[config.mk]
export PLATFORM = sky130hd
export DESIGN_NAME = glitch_window_ctrl_flat
export DESIGN_NICKNAME = d
export VERILOG_FILES = /design/src/rtl/glitch_window_ctrl_pkg.sv /design/src/rtl/glitch_window_ctrl_if.sv /design/src/rtl/glitch_window_ctrl_trig_sync_edge.sv /design/src/rtl/glitch_window_ctrl.sv /design/src/flat_wrapper.sv
export SDC_FILE = /design/constraint.sdc
export NUM_CORES = 1
export LEC_CHECK = 0
export CAP_MARGIN = 20
export CORE_ASPECT_RATIO = 1.75
export CORE_MARGIN = 1
export CORE_UTILIZATION = 40
export DETAILED_ROUTE_END_ITERATION = 8
export PLACE_DENSITY = 0.71
export SKIP_LAST_GASP = 1
export SLEW_MARGIN = 25
export SYNTH_ARGS = -nofsm -noshare
export SYNTH_HDL_FRONTEND = slang
export SYNTH_SLANG_ARGS = --single-unit
[constraint.sdc]
create_clock -name clk_in1 -period 2.2 [get_ports clk_in1]
set_input_delay 0.55 -clock clk_in1 [delete_from_list [all_inputs] [get_ports clk_in1]]
set_output_delay 0.55 -clock clk_in1 [all_outputs]
set_load 0.05 [all_outputs]
[src/rtl/glitch_window_ctrl_pkg.sv]
// Shared types and default widths for the glitch window controller.
package glitch_pkg;
  localparam int CNT_W = 16;
  localparam int REP_W = 8;

  typedef enum logic [2:0] {
    IDLE,
    ARMED,
    DELAY,
    GLITCH,
    GAP,
    FIN
  } state_e;

  // 'repeat' is a keyword, so the window-count field is named 'repeats'.
  typedef struct packed {
    logic [CNT_W-1:0] delay;
    logic [CNT_W-1:0] width;
    logic [CNT_W-1:0] gap;
    logic [REP_W-1:0] repeats;
  } cfg_t;
endpackage

[src/rtl/glitch_window_ctrl_if.sv]
// Control, config and status bundle between the command decoder and the glitch controller.
interface glitch_window_ctrl_if #(
  parameter int CNT_W = glitch_pkg::CNT_W,
  parameter int REP_W = glitch_pkg::REP_W
);
  logic             arm;
  logic             abort;
  logic             trigger_in;
  logic [CNT_W-1:0] cfg_delay;
  logic [CNT_W-1:0] cfg_width;
  logic [CNT_W-1:0] cfg_gap;
  logic [REP_W-1:0] cfg_repeat;
  logic             cnt;
  logic             busy;
  logic             armed;
  logic             done;

  modport master (
    output arm, abort, trigger_in, cfg_delay, cfg_width, cfg_gap, cfg_repeat,
    input  cnt, busy, armed, done
  );

  modport slave (
    input  arm, abort, trigger_in, cfg_delay, cfg_width, cfg_gap, cfg_repeat,
    output cnt, busy, armed, done
  );
endinterface

[src/rtl/glitch_window_ctrl_trig_sync_edge.sv]
// Multi-flop synchroniser plus rising-edge detect for an asynchronous trigger.
// Latency: o_rise is high SYNC_STAGES cycles after the input is first sampled high; no backpressure.
module trig_sync_edge #(
  parameter int SYNC_STAGES = 2
) (
  input  logic clk,
  input  logic rst_n,
  input  logic i_async,
  output logic o_rise
);
  logic [SYNC_STAGES-1:0] r_sync;
  logic                   r_prev;

  always_ff @(posedge clk or negedge rst_n) begin
    if (!rst_n) begin
      r_sync <= '0;
      r_prev <= 1'b0;
    end else begin
      r_sync <= {r_sync[SYNC_STAGES-2:0], i_async};
      r_prev <= r_sync[SYNC_STAGES-1];
    end
  end

  assign o_rise = r_sync[SYNC_STAGES-1] & ~r_prev;
endmodule

[src/rtl/glitch_window_ctrl.sv]
// Arm/trigger/delay sequencer producing the registered glitch-enable strobe for the clock mux.
// First window starts delay+1 cycles after the synchronised trigger edge; no backpressure, abort wins.
module glitch_window_ctrl import glitch_pkg::*; #(
  parameter int CNT_W       = glitch_pkg::CNT_W,
  parameter int REP_W       = glitch_pkg::REP_W,
  parameter int SYNC_STAGES = 2
) (
  input logic           clk_in1,
  input logic           rst_n,
  glitch_window_ctrl_if.slave bus
);
  logic             w_trig_rise;
  state_e           r_state;
  logic [CNT_W-1:0] r_delay;
  logic [CNT_W-1:0] r_width;
  logic [CNT_W-1:0] r_gap;
  logic [CNT_W-1:0] r_ctr;
  logic [REP_W-1:0] r_rep_left;
  logic             r_cnt;
  logic             r_busy;
  logic             r_armed;
  logic             r_done;

  trig_sync_edge #(.SYNC_STAGES(SYNC_STAGES)) u_trig (
    .clk     (clk_in1),
    .rst_n   (rst_n),
    .i_async (bus.trigger_in),
    .o_rise  (w_trig_rise)
  );

  always_ff @(posedge clk_in1 or negedge rst_n) begin
    if (!rst_n) begin
      r_state    <= IDLE;
      r_delay    <= '0;
      r_width    <= '0;
      r_gap      <= '0;
      r_ctr      <= '0;
      r_rep_left <= '0;
      r_cnt      <= 1'b0;
      r_busy     <= 1'b0;
      r_armed    <= 1'b0;
      r_done     <= 1'b0;
    end else begin
      r_done <= 1'b0;
      if (bus.abort) begin
        if (r_state != IDLE) begin
          r_state <= IDLE;
          r_cnt   <= 1'b0;
          r_busy  <= 1'b0;
          r_armed <= 1'b0;
          r_done  <= 1'b1;
        end
      end else begin
        case (r_state)
          IDLE: if (bus.arm) begin
            r_delay    <= bus.cfg_delay;
            r_width    <= bus.cfg_width;
            r_gap      <= (bus.cfg_gap == '0) ? CNT_W'(1) : bus.cfg_gap;
            r_rep_left <= (bus.cfg_repeat == '0) ? REP_W'(1) : bus.cfg_repeat;
            r_state    <= ARMED;
            r_busy     <= 1'b1;
            r_armed    <= 1'b1;
          end
          // Zero delay skips DELAY so the first window still lands at t0+1.
          ARMED: if (w_trig_rise) begin
            r_armed <= 1'b0;
            if (r_delay != '0) begin
              r_state <= DELAY;
              r_ctr   <= r_delay;
            end else if (r_width == '0) begin
              r_state <= FIN;
              r_done  <= 1'b1;
            end else begin
              r_state <= GLITCH;
              r_cnt   <= 1'b1;
              r_ctr   <= r_width;
            end
          end
          DELAY: begin
            if (r_ctr > CNT_W'(1)) begin
              r_ctr <= r_ctr - CNT_W'(1);
            end else if (r_width == '0) begin
              r_state <= FIN;
              r_done  <= 1'b1;
            end else begin
              r_state <= GLITCH;
              r_cnt   <= 1'b1;
              r_ctr   <= r_width;
            end
          end
          GLITCH: begin
            if (r_ctr > CNT_W'(1)) begin
              r_ctr <= r_ctr - CNT_W'(1);
            end else if (r_rep_left > REP_W'(1)) begin
              r_state <= GAP;
              r_cnt   <= 1'b0;
              r_ctr   <= r_gap;
            end else begin
              r_state <= FIN;
              r_cnt   <= 1'b0;
              r_done  <= 1'b1;
            end
          end
          GAP: begin
            if (r_ctr > CNT_W'(1)) begin
              r_ctr <= r_ctr - CNT_W'(1);
            end else begin
              r_state    <= GLITCH;
              r_cnt      <= 1'b1;
              r_ctr      <= r_width;
              r_rep_left <= r_rep_left - REP_W'(1);
            end
          end
          FIN: begin
            r_state <= IDLE;
            r_busy  <= 1'b0;
          end
          default: begin
            r_state <= IDLE;
            r_cnt   <= 1'b0;
            r_busy  <= 1'b0;
            r_armed <= 1'b0;
          end
        endcase
      end
    end
  end

  assign bus.cnt   = r_cnt;
  assign bus.busy  = r_busy;
  assign bus.armed = r_armed;
  assign bus.done  = r_done;
endmodule

[src/flat_wrapper.sv]
// flat-port wrapper written by rule: the top's interface ports become plain ports
module glitch_window_ctrl_flat import glitch_pkg::*;
#(
  parameter int CNT_W       = glitch_pkg::CNT_W,
  parameter int REP_W       = glitch_pkg::REP_W,
  parameter int SYNC_STAGES = 2
)
  (clk_in1, rst_n, bus_arm, bus_abort, bus_trigger_in, bus_cfg_delay, bus_cfg_width, bus_cfg_gap, bus_cfg_repeat, bus_cnt, bus_busy, bus_armed, bus_done);
  glitch_window_ctrl_if #(.CNT_W(CNT_W), .REP_W(REP_W)) bus_i ();
  input logic clk_in1;
  input logic rst_n;
  input wire logic [$bits(bus_i.arm)-1:0] bus_arm;
  input wire logic [$bits(bus_i.abort)-1:0] bus_abort;
  input wire logic [$bits(bus_i.trigger_in)-1:0] bus_trigger_in;
  input wire logic [$bits(bus_i.cfg_delay)-1:0] bus_cfg_delay;
  input wire logic [$bits(bus_i.cfg_width)-1:0] bus_cfg_width;
  input wire logic [$bits(bus_i.cfg_gap)-1:0] bus_cfg_gap;
  input wire logic [$bits(bus_i.cfg_repeat)-1:0] bus_cfg_repeat;
  output wire logic [$bits(bus_i.cnt)-1:0] bus_cnt;
  output wire logic [$bits(bus_i.busy)-1:0] bus_busy;
  output wire logic [$bits(bus_i.armed)-1:0] bus_armed;
  output wire logic [$bits(bus_i.done)-1:0] bus_done;
  assign bus_i.arm = bus_arm;
  assign bus_i.abort = bus_abort;
  assign bus_i.trigger_in = bus_trigger_in;
  assign bus_i.cfg_delay = bus_cfg_delay;
  assign bus_i.cfg_width = bus_cfg_width;
  assign bus_i.cfg_gap = bus_cfg_gap;
  assign bus_i.cfg_repeat = bus_cfg_repeat;
  assign bus_cnt = bus_i.cnt;
  assign bus_busy = bus_i.busy;
  assign bus_armed = bus_i.armed;
  assign bus_done = bus_i.done;
  glitch_window_ctrl #(.CNT_W(CNT_W), .REP_W(REP_W), .SYNC_STAGES(SYNC_STAGES)) u_core (.clk_in1(clk_in1), .rst_n(rst_n), .bus(bus_i));
endmodule
Yosys cells after proc, flatten, opt, wreduce, memory -nomap -nowiden
Cells that the tools add are included.
{"block": "totals", "reg_bits": 82, "inputBits": 61, "wordCells": 104}
{"block": "op_classes", "add_sub_neg": 2, "order_cmp": 2, "n_eq_ne": 19, "n_mux": 48, "bitwise": 3, "n_reduce_logical": 18}
{"operator": "2-to-1 mux 16 bit", "count": 8}
{"operator": "one-hot mux 16 bit (4 select lines)", "count": 1}
{"operator": "zero test 16 bit", "count": 2}
{"operator": "2-to-1 mux 3 bit", "count": 9}
{"operator": "2-to-1 mux 8 bit", "count": 3}
{"operator": "2-to-1 mux 1 bit", "count": 21}
{"operator": "!= test 3 bit (second input constant)", "count": 6}
{"operator": "greater-than comparator 16 x 1 -> 1 bit (second input constant)", "count": 1}
{"operator": "one-hot mux 8 bit (2 select lines)", "count": 1}
{"operator": "nonzero test 16 bit", "count": 1}
{"operator": "subtractor 16 x 1 -> 16 bit (second input constant)", "count": 1}
{"operator": "one-hot mux 3 bit (5 select lines)", "count": 1}
{"operator": "AND reduction 4 bit", "count": 3}
{"operator": "greater-than comparator 8 x 1 -> 1 bit (second input constant)", "count": 1}
{"operator": "zero test 8 bit", "count": 1}
{"operator": "!= test 2 x 1 -> 1 bit (second input constant)", "count": 4}
{"operator": "OR reduction 4 bit", "count": 2}
{"operator": "subtractor 8 x 1 -> 8 bit (second input constant)", "count": 1}
{"operator": "AND reduction 7 bit", "count": 1}
{"operator": "equality test 3 x 2 -> 1 bit (second input constant)", "count": 2}
{"operator": "equality test 3 bit (second input constant)", "count": 2}
{"operator": "!= test 2 bit (second input constant)", "count": 3}
{"operator": "one-hot mux 1 bit (3 select lines)", "count": 2}
{"operator": "AND reduction 3 bit", "count": 2}
{"operator": "other kinds (12)", "count": 13}

Longest topological paths before layout
{"block": "depth", "ltp_word": 6, "ltp_mapped": 9, "mapped_depth_nobuf": 8}

By module
A second synthesis with hierarchy kept.
{"block": "hier_totals", "cells_unflattened": 522, "hier_area_um2": 4909.7}
{"mod": "glitch_window_ctrl", "n_inst": 1, "cells_per_inst": 518, "area_per_inst_um2": 4820.9, "seq_area_each_um2": 1976.9}
{"mod": "trig_sync_edge", "n_inst": 1, "cells_per_inst": 4, "area_per_inst_um2": 88.8, "seq_area_each_um2": 75.1}

Worst setup path before layout
No wires, ideal clock.
{"block": "synth_timing", "path_type": "register to register", "start": "reg u_core.r_width[10]", "end": "reg u_core.r_ctr[1]", "setup_time_ns": 0.095, "arrival_ns": 2.052, "required_ns": 2.105, "path_slack_ns": 0.053, "stages_incl_launch_ff": 8, "synth_period_minus_slack_ns": 2.147, "path_cell_list": "dfrtp_1 -> or4_4 -> nor4_4 -> buf_6 -> a31oi_1 -> nor2_1 -> nor3_1 -> o32ai_2"}
{"block": "synth_between", "elab_chain_cells": 5}
{"item": "from (decl)", "line": "glitch_window_ctrl.sv:15", "text": "logic [CNT_W-1:0] r_width;"}
{"item": "from (signal assigned)", "line": "glitch_window_ctrl.sv:57", "text": "r_width <= bus.cfg_width;"}
{"item": "zero test 16 bit (*)", "line": "glitch_window_ctrl.sv:70, glitch_window_ctrl.sv:82"}
{"item": "2-to-1 mux 16 bit (*)"}
{"item": "2-to-1 mux 16 bit (2 in series)"}
{"item": "one-hot mux 16 bit (4 select lines) (*)"}
{"item": "to (signal assigned)", "line": "glitch_window_ctrl.sv:69", "text": "r_ctr <= r_delay;"}
{"item": "to (signal assigned)", "line": "glitch_window_ctrl.sv:76", "text": "r_ctr <= r_width;"}
{"item": "to (signal assigned)", "line": "glitch_window_ctrl.sv:81", "text": "r_ctr <= r_ctr - CNT_W'(1);"}
{"item": "to (decl)", "line": "glitch_window_ctrl.sv:17", "text": "logic [CNT_W-1:0] r_ctr;"}
Every way passes the cells marked *; elsewhere a longest branch is shown, timed or not. The select of a mux whose other input is x is not followed.
A chain may end at the register's enable or synchronous reset.

Worst setup path in the final report
{"block": "layout_timing", "start": "reg u_core.r_ctr[6]", "end": "reg u_core.r_ctr[8]"}
{"block": "layout_between", "elab_chain_cells": 3}
{"item": "subtractor 16 x 1 -> 16 bit or greater-than comparator 16 x 1 -> 1 bit (tied branches)"}
{"item": "2-to-1 mux 16 bit (tied with other cells)", "line": "glitch_window_ctrl.sv:105", "text": "if (r_ctr > CNT_W'(1)) begin"}
{"item": "one-hot mux 16 bit (4 select lines) or AND reduction 4 bit (tied branches)"}
Several ways; a longest one is shown, not always the timed one.

==> impl_metrics.csv <==
group,metric,value,unit
clock_tree,hold_buffers,0,
worst_setup_path,max_stage_delay,430,ps
worst_setup_path,crit_path_frequent_cell,"buf_6",
final_layout,layout.nets,734,
final_layout,syn2layout_area_growth,41.52,%
floorplanning,rows,53,
floorplanning,die_area,12770,um2
final_layout,num_antenna_cells,0,
timing,maxSlewViolCount,0,
worst_setup_path,ff2ff_path_depth,9,
timing,timing.final.hold_violations,0,
floorplanning,dieHeight,148.8,um
worst_setup_path,startpoint_type,"register",
route,wl,17150,um
status,violations,"setup timing",
final_layout,drive_above_1_share,32.05,%
worst_setup_path,cp_cell_sequence,"nor4_4 > buf_4 > nand4_1 > buf_6 > nor2_4 > buf_6 > o211ai_1 > a22oi_1 > o22ai_1",
synth,yosys_warnings,0,
timing,setup_tns,-394.9,ps
synth,synth_edf_count,0,
route,avgRoutedWirePerCell,20.44,um
synth,yosys.area.top_type,"dfrtp_1",
synth,synth_area,4923,um2
final_layout,mostFrequentLayoutCell,"buf_4",
worst_setup_path,path_max_fanout,6,
clock_tree,cts.htree.levels,3,
final_layout,fillers,1043,
synth,ys_types,67,
worst_setup_path,crit_type,"register to register",
clock_tree,cts.clk_slew.worst_paths,60,ps
worst_setup_path,path_buf_inv,3,
power_and_ir_drop,p_leak,0.002891,uW
final_layout,final_util,58.05,%
clock_tree,clk_path_buf_depth,2,
timing,max_slew.worst_pin.slew,547.1,ps
global_route,antenna_found_initial,0,
timing,setup_violations,15,
global_route,grt_max_degree,51,
worst_setup_path,critPathCaptureType,"register",
synth,ys_seq_area_share,41.68,%
synth,synthDominantCellAreaShare,41.68,%
worst_setup_path,r2r_slack,-90,ps
synth,synth_flop_cell,"dfrtp_1",
synth,ys_ff_latch,82,
global_route,grt_use_total,27.52,%
clock_tree,cts_sinks,82,
timing,maxSlewHeadroom,62.48,%
floorplanning,core_area,12000,um2
timing,rsz0062_at_grt,"true",
global_route,grt_pass1_wl,26500,um
clock_tree,cts_made_buffers,9,
worst_setup_path,crit_required,2420,ps
synth,synthTopCellsByArea,"dfrtp_1 42%, mux2_2 11%, a21oi_1 3.8%, nor2_1 3.5%, nand2_1 2.7%",
route,dr.pass1.iters,5,
synth,syn_area_per_cell,9.378,um2
worst_setup_path,cp_top_family,"simple AND/OR/NAND/NOR gates",
clock_tree,clock-root-buffer,"clkbuf_16",
final_layout,layout_common_cells,"90 x buf_4, 82 x dfrtp_1, 61 x clkdlybuf4s50_1",
worst_setup_path,timing.rr.start,"u_core.r_ctr[6]",
worst_setup_path,slowest_stage,"dfrtp_1",
placed_design,dp_hpwl,12940,um
power_and_ir_drop,powerDensity,1282,nW/um2
worst_setup_path,arrival,2510,ps
route,drc,0,
floorplanning,die_w,85.87,um
status,outcome,"finished with violations",
synth,netlist_instances,525,
route,viasPerCell,5.918,
worst_setup_path,crit_start,"u_core.r_ctr[6]",
timing,worst_slack,-94.57,ps
clock_tree,cts_tree,"built",
route,drtIter0Drc,331,
synth,syn_nets,590,
route,ant_nets,0,
clock_tree,clk-insertion-delay-late,340,ps
floorplanning,ios,65,
synth,ys_async_sr_fraction,100.0,%
timing,fmax,0.4358,GHz
global_route,grt_pass1_vias,5064,
worst_setup_path,r2r_end,"u_core.r_ctr[8]",
timing,period_needed,2295,ps
route,vias,4965,
power_and_ir_drop,vdd_drop_max,0.6653,mV
placed_design,place_congestion,0.9524,
timing,finClkSkew,8.149,ps
placed_design,io_buffers,64,
min_path,min_path_type,"input port to async pin",
timing,fin_crit_sh,104.3,%
job,cap_violations,0,
floorplanning,start_util,41.02,%
global_route,overflow,0,
-- per-layer routing --
layer  track usage (%)  routed length (um)  vias up
met5                 0                   0        -
met4             19.17                1387        0
met3             3.874                 735       83
met2             49.17                9065      226
met1             29.27                5960     2393
li1                  -                   -     2263
-- layout make-up --
type | instances | area [um2] | area share (%)
Clock buffer | 11 | 242.7 | 3.484
Clock inverter | 5 | 37.54 | 0.5387
Inverter | 13 | 48.80 | 0.7003
Multi-Input combinational cell | 395 | 2865 | 41.12
Sequential cell | 82 | 2052 | 29.45
Tap cell | 165 | 206.4 | 2.963
Timing Repair Buffer | 168 | 1515 | 21.75
-- state kept, by name, indices dropped and copies added, names as in the netlist --
| signal | count |
|---|---|
| u_core.r_ctr | 16 |
| u_core.bus.done | 1 |
| u_core.bus.busy | 1 |
| u_core.u_trig.r_prev | 1 |
| u_core.bus.armed | 1 |
| u_core.r_width | 16 |
| u_core.r_state | 3 |
| u_core.u_trig.r_sync | 2 |
| u_core.bus.cnt | 1 |
| u_core.r_gap | 16 |
| u_core.r_delay | 16 |
| u_core.r_rep_left | 8 |
-- cells by family (layout without fill, tap and decap cells) --
group	after synthesis	in the layout	share of synthesized area [%]
xor gates and xnor gates	6	6	1.067
DFF	82	82	41.68
muxes	60	60	13.49
and+or+nand+nor	167	167	18.12
adders and majority gates	4	4	1.017
buffers and inverters	48	197	3.939
AOI/OAI and AO/OA	158	158	20.69
-- stage by stage --
stage                     instance area (um2)  setup slack [ps]  total power, uW  hold slack [ps]  std cells
after global routing                     6968            -82.83             9399            73.42        839
after CTS                                6721            -34.72             8624            70.99        832
final                                    6968            -94.57             8930            70.74        839
after floorplan                          4923             52.71             5202            254.4        525
after detailed placement                 6406            -136.9             7131            340.3        815
after global placement                   6406            -124.9             7021            344.3        815
-- synthesized netlist by cell type, types with 2 or more instances --
master	instances
a211o_1	3
a211oi_1	3
a21oi_1	37
a221o_1	3
a22o_1	3
a22oi_1	6
a2bb2oi_1	5
a31oi_1	20
and3b_1	2
and4_1	3
buf_1	4
buf_2	5
clkbuf_1	25
dfrtp_1	82
ha_1	4
inv_1	13
mux2_2	50
mux2i_1	9
nand2_1	35
nand2b_1	4
nand3_1	8
nand4_1	4
nand4b_1	2
nor2_1	46
nor2_2	2
nor2b_1	7
nor3_1	24
nor4_1	13
nor4_4	2
o211ai_1	7
o21ai_0	20
o21ai_1	18
o22ai_1	6
o2bb2ai_1	2
o31ai_1	7
o32ai_1	3
or4_1	4
xnor2_1	4
xor2_1	2
-- report_power, final --
part / total, uW / switching (uW) / internal (uW)
clock: 1440 / 642 / 801
sequential: 2920 / 698 / 2220
combinational: 4560 / 2400 / 2160
-- repair_timing --
item / in CTS / in global routing
buffers inserted: 1 / 6
gates resized for setup: 7 / 46
pin swaps: 4 / 23
setup endpoints to repair: 17 / 27
cloned: 0 / 1
-- worst max-delay path by stage --
stage	to	cells past startpoint
after floorplan	u_core.r_ctr[1]	7
after global placement	u_core.r_ctr[11]	9
after detailed placement	u_core.r_ctr[15]	10
after CTS	u_core.r_rep_left[7]	10
after global routing	u_core.r_state[1]	8
final	u_core.r_ctr[8]	9
No activity file was read; power rests on OpenSTA's default activity.
